===== src/rtl/cache_mem_arbiter.sv =====
// Shares one memory word port between the icache miss path and the dcache miss/writeback path.
// Latency: strobes rise the cycle after a request is seen in IDLE; resp is combinational from mem_resp.
// Backpressure: requests are held until resp; the loser of contention waits, and the grant is held until mem_resp.
module cache_mem_arbiter #(
  parameter int WIDTH     = 16,
  parameter int CNT_WIDTH = 16
) (
  input  logic                 clk,
  input  logic                 reset,
  // icache side
  input  logic                 i_read,
  input  logic [WIDTH-1:0]     i_address,
  output logic [WIDTH-1:0]     i_rdata,
  output logic                 i_resp,
  // dcache side
  input  logic                 d_read,
  input  logic                 d_write,
  input  logic [WIDTH-1:0]     d_address,
  input  logic [WIDTH-1:0]     d_wdata,
  output logic [WIDTH-1:0]     d_rdata,
  output logic                 d_resp,
  // memory side
  output logic                 mem_read,
  output logic                 mem_write,
  output logic [WIDTH-1:0]     mem_address,
  output logic [WIDTH-1:0]     mem_wdata,
  input  logic [WIDTH-1:0]     mem_rdata,
  input  logic                 mem_resp,
  // performance statistic
  output logic [CNT_WIDTH-1:0] conflict_count
);

  typedef enum logic [1:0] {
    IDLE    = 2'd0,
    SERVE_I = 2'd1,
    SERVE_D = 2'd2
  } state_t;

  typedef enum logic {
    GRANT_I = 1'b0,
    GRANT_D = 1'b1
  } grant_t;

  localparam logic [CNT_WIDTH-1:0] CNT_ONE = CNT_WIDTH'(1);
  localparam logic [CNT_WIDTH-1:0] CNT_MAX = '1;

  state_t               state, state_nxt;
  grant_t               last_grant, last_grant_nxt;
  logic [CNT_WIDTH-1:0] cnt, cnt_nxt;
  logic                 i_pend, d_pend;

  assign i_pend = i_read;
  assign d_pend = d_read | d_write;

  // Read data is a plain broadcast; only the resp pulse carries ownership.
  assign i_rdata        = mem_rdata;
  assign d_rdata        = mem_rdata;
  assign conflict_count = cnt;

  // State, round-robin pointer and contention counter registers.
  always_ff @(posedge clk) begin
    if (reset) begin
      state      <= IDLE;
      last_grant <= GRANT_I;
      cnt        <= '0;
    end else begin
      state      <= state_nxt;
      last_grant <= last_grant_nxt;
      cnt        <= cnt_nxt;
    end
  end

  // Arbitration decision and memory-side/resp steering for the current owner.
  always_comb begin
    state_nxt      = state;
    last_grant_nxt = last_grant;
    cnt_nxt        = cnt;
    mem_read       = 1'b0;
    mem_write      = 1'b0;
    mem_address    = '0;
    mem_wdata      = '0;
    i_resp         = 1'b0;
    d_resp         = 1'b0;

    case (state)
      IDLE: begin
        // mem_resp is deliberately ignored here: nobody owns the port.
        if (i_pend && d_pend) begin
          // Give the port to whichever side did not win last time.
          if (last_grant == GRANT_I) begin
            state_nxt      = SERVE_D;
            last_grant_nxt = GRANT_D;
          end else begin
            state_nxt      = SERVE_I;
            last_grant_nxt = GRANT_I;
          end
          if (cnt != CNT_MAX) begin
            cnt_nxt = cnt + CNT_ONE;
          end
        end else if (i_pend) begin
          state_nxt      = SERVE_I;
          last_grant_nxt = GRANT_I;
        end else if (d_pend) begin
          state_nxt      = SERVE_D;
          last_grant_nxt = GRANT_D;
        end
      end

      SERVE_I: begin
        // Strobes follow the live request; the grant is held until memory answers.
        mem_read    = i_read;
        mem_address = i_address;
        i_resp      = mem_resp;
        if (mem_resp) begin
          state_nxt = IDLE;
        end
      end

      SERVE_D: begin
        // Read+write together is resolved as a write.
        mem_read    = d_read & ~d_write;
        mem_write   = d_write;
        mem_address = d_address;
        mem_wdata   = d_wdata;
        d_resp      = mem_resp;
        if (mem_resp) begin
          state_nxt = IDLE;
        end
      end

      default: begin
        state_nxt = IDLE;
      end
    endcase
  end

endmodule


===== config.mk =====
export PLATFORM = sky130hd
export DESIGN_NAME = cache_mem_arbiter
export DESIGN_NICKNAME = d
export VERILOG_FILES = /design/src/rtl/cache_mem_arbiter.sv
export SDC_FILE = /design/constraint.sdc
export NUM_CORES = 1
export LEC_CHECK = 0
export BUFFER_PORTS_ARGS = -buffer_cell sky130_fd_sc_hd__buf_2
export CAP_MARGIN = 20
export CORE_ASPECT_RATIO = 0.6
export CORE_UTILIZATION = 37
export DETAILED_ROUTE_END_ITERATION = 8
export GPL_TIMING_DRIVEN = 0
export PLACE_DENSITY = 0.8
export SLEW_MARGIN = 30
export SYNTH_ARGS = -nofsm -noshare
export SYNTH_HDL_FRONTEND = slang
export SYNTH_SLANG_ARGS = --single-unit

===== constraint.sdc =====
create_clock -name clk -period 2.5 [get_ports clk]
set_clock_uncertainty 0.15 [all_clocks]
set_input_delay 0.25 -clock clk [delete_from_list [all_inputs] [get_ports clk]]
set_output_delay 0.25 -clock clk [all_outputs]
set_load 0.05 [all_outputs]

Word level (Yosys, flattened, before mapping)
Index checks and enable logic that the tools add are counted.
- add/subtract/negate cells: 1
- equal/unequal tests: 5
- mux-type cells: 16
- bitwise logic cells: 3
- reduce and logical (&&, ||, !) cells: 7
- operators by type and width (cell ; count):
    one-hot mux 16 bit (2 select lines) ; 1
    adder 16 x 1 -> 16 bit, second input constant ; 1
    two-way mux 16 bit ; 1
    inequality test 16 bit, second input constant ; 1
    two-way mux 2 bit ; 5
    two-way mux 1 bit ; 7
    inequality test 4 bit, second input constant ; 1
    one-hot mux 2 bit (2 select lines) ; 1
    AND reduction 2 bit ; 2
    AND reduction 3 bit ; 1
    nonzero test 3 bit ; 1
    equality test 2 x 1 -> 1 bit, second input constant ; 1
    equality test 2 bit, second input constant ; 1
    logical NOT 2 bit ; 1
    inequality test 2 x 1 -> 1 bit, second input constant ; 1
    one-hot mux 1 bit (2 select lines) ; 1
    OR reduction 2 bit ; 1
    bitwise AND 1 bit ; 1
    logical AND 1 bit ; 1
    NOT 1 bit ; 1
    OR 1 bit ; 1
- register bits after elaboration: 19
- output and inout bits: 84

Longest topological paths before layout
- word-level depth: 5
- gate-level depth with buffers: 7
- mapped depth without buffers: 6

Worst setup path before layout
No wires, ideal clock.
- path kind: register -> output
- start point: register state[1]
- end point: output mem_read
- arrival: 2.216 ns
- data required time: 2.100 ns
- slack: -0.116 ns
- cell stages (with the launch flop): 7
- buffers on the path: 2
- cells stage by stage: dfxtp_1 inv_1 ha_1 clkbuf_1 buf_1 nand2_1 a21boi_0
- cells in the longest elaborated chain, start to end: 2
- elaborated cells between the ends (all ways): 3
- classes of those cells: eq/ne: 2; mux: 1
- ends and longest elaborated chain (element ; RTL line ; RTL):
    start, declared ; 47 ; state_t state, state_nxt;
    start signal, assigned ; 67 ; state <= state_nxt;
    equality test 2 bit or equality test 2 x 1 -> 1 bit (tied branches) ; 85 ; case (state)
    one-hot mux 1 bit (2 select lines) * ; 85 ;
    end, declared ; 23 ; output logic mem_read,
Mark *: on every way between the ends. The rest lies on a longest branch, timed or not.

Final worst setup path
- start point: register state[1]
- end point: output mem_address[2]
- cells in the longest elaborated chain, start to end: 2
- elaborated cells between the ends (all ways): 3
- classes of those cells: eq/ne: 2; mux: 1
- ends and longest elaborated chain (element ; RTL line ; RTL):
    equality test 2 bit or equality test 2 x 1 -> 1 bit (tied branches) ; 85 ;
    one-hot mux 16 bit (2 select lines) * ; 85 ;
    end, declared ; 25 ; output logic [WIDTH-1:0] mem_address,
Marks and branches as above.

==> reports/results.ini <==
[global_routing]
grt_pass1_wl_um=6710
antenna_found_initial=0
grt_max_degree=11
top_usage_layer=met2
overflow=0
grt_pass1_vias=1482
use_met1_pct=25.8
met2_usage_pct=26.5
use_met3_pct=4.29
grt.total_usage_pct=17.9

[cells_and_area]
postLayoutCoreUtil_pct=58.6
final_layout_size_suffix_gt1_share_pct=52.5
area_growth_pct=48.1
antenna_cells=0
final_nets=429

[detailed_routing]
avgViaCountPerCell=4.71
drt-pass1-iter-count=4
drcViolationCount=0
wire_per_inst_um=11.8
wl_um=4900
num_vias=1951
drt.antenna.violating_nets=0
drt_iter0_drc=93

[timing]
fmax_mhz=428
setup_violations=0
relSlewSlack_pct=54.4
final.setup.tns_ns=0
layout_worst_path_cycle_share_pct=93.5
tightest_slew_ns=0.678
rsz0062_at_grt=no
hold_viol_final=0
maxSlewViolCount=0
period_minus_slack_ns=2.34

[yosys]
syn-num-nets=289
yosysUniqueCellTypes=37
syn_inst=215
syn_avg_cell_area_um2=7.75
synth-xor-area-share_pct=0
synth_area_leaders=dfxtp_1, buf_4, nor2b_1
synth_top_area_share_pct=22.8
ys_seq_area_share_pct=22.8
yosys-mux-area-fraction_pct=3.98
ys.warnings.count=0
synthSimpleGateAreaFrac_pct=32.5
synth_ff_type=dfxtp_1
synth_compound_area_share_pct=19.4
synth_seq_cells=19
synth_top_cell_by_area=dfxtp_1
synth_edf_count=0
netlist_area_mm2=0.00167
async_reset_ff_share_pct=0
synth_adder_area_share_pct=3.00
synth_top_family_by_area=simple AND/OR/NAND/NOR gates

[critical_path]
arrival_ns=1.94
worstSetupPathType=register to output port
cp.required_ns=2.10
crit_fanout=10
crit_path_start_kind=register
endpoint_kind=output port

[clock_tree]
clock-sinks=19
max-clock-path-buffers=2
clk_pin_slew_ns=0.07
cts_hold_buf=0
cts_setup_buffers=0
htreeDepth=1
cts_buffers=3
cts_resized=2
root_buffer=clkbuf_8
clk_latency_ns=0.26
cts_tree=yes

[pwr]
p_per_area_mw_per_mm2=501
p_leak_uw=0.00126
ir_worst_vdd_mv=0.287

[floorplanning]
row_count=18
die-area_mm2=0.00479
coreArea_mm2=0.00421
initial_utilization_pct=39.6
ios=154
die_h_um=54.0
die_w_um=88.6

[place]
gp_congestion=0.752
io_buffers=137
hpwlAfterDp_um=4000

[hold_path]
hp-class=input pin to register

[flow_run]
cap_viol_max_count=0

[outcome]
outcome=completed

through the flow:
stage	hold slack (ns)	setup slack, ns	total power [uW]	cell area, um2	std cells
2_1_floorplan	0.214	0.242	863	1670	215
3_3_place_gp	0.334	0.320	1020	2430	412
3_5_place_dp	0.345	0.268	1020	2430	412
4_1_cts	0.135	0.0668	1240	2470	416
5_1_grt	0.161	0.00940	1310	2470	414
6_report	0.138	0.163	1240	2470	414
cell families after synthesis:
group / after synthesis
compound gates: 48
buf+inv: 48
mux: 6
fa+ha+maj: 4
simple gates: 90
flops: 19
worst max-delay path: stages, from the launching register on:
cell and delay, ns:
dfxtp_1 0.35, inv_1 0.07, ha_1 0.41, clkbuf_1 0.32, nor2b_1 0.22, buf_2 0.30
sequential cells by signal, indices dropped and copies added (netlist names):
name	count
conflict_count	16
last_grant	1
state	2
synth_stat cells, types with 4 or more instances:
master    number
inv_1          4
o31ai_1        7
and2_1        19
or4_1          6
nand2_1        9
nand3_1        5
clkbuf_1       7
ha_1           4
a21oi_1       15
dfxtp_1       19
buf_4         32
nor2b_1       25
mux2_2         5
nor2_1         9
a22oi_1       16
layout make-up:
type	count	area [um2]
inverters	4	15.0
clock buffers	4	45.0
multi-input cells	148	982
flip-flops and latches	19	380
plain buffers	42	285
fillers	399	1740
well taps	60	75.1
repair buffers	137	686
path summary, 6_finish.rpt:
kind / depth (start not counted) / end / startpoint / slack [ns]
max: 5 / mem_address[2] / state[1]$_SDFFE_PP0P_ / 0.16
min: 2 / last_grant$_SDFFE_PP0P_ / i_read / 0.14
max reg2reg: 6 / conflict_count[14]$_SDFFE_PP0P_ / state[0]$_SDFFE_PP0P_ / 0.25
min reg2reg: 2 / state[1]$_SDFFE_PP0P_ / state[1]$_SDFFE_PP0P_ / 0.35
power breakdown:
part | internal [uW] | switching (uW) | total, uW
Combinational | 221 | 472 | 693
Clock | 113 | 103 | 217
Sequential | 314 | 11.9 | 326
Total | 649 | 587 | 1240
layout by cell type, fill, tap and decap left out, types with 2 or more instances in the layout:
cell / n
buf_4: 32
dfxtp_1: 19
buf_2: 141
a22oi_1: 16
nand2_1: 9
or4_1: 6
o31ai_1: 7
or3_1: 3
and2_1: 19
inv_1: 4
a21oi_1: 15
clkbuf_2: 2
ha_1: 4
mux2_2: 5
clkbuf_1: 4
nand4_1: 2
o21ai_0: 3
nand3_1: 5
nand2b_1: 2
clkbuf_8: 3
nor4_1: 2
nor2_1: 9
nor2b_1: 25
routing by layer:
| metal | share of wire, % | vias to the layer above | routed length [um] |
|---|---|---|---|
| met4 | 0.39 | 0 | 19 |
| met5 | 0 | - | 0 |
| met3 | 6.9 | 4 | 337 |
| met2 | 46 | 80 | 2270 |
| li1 | - | 1005 | - |
| met1 | 46 | 862 | 2270 |
Power figures use the tool's default switching activity.
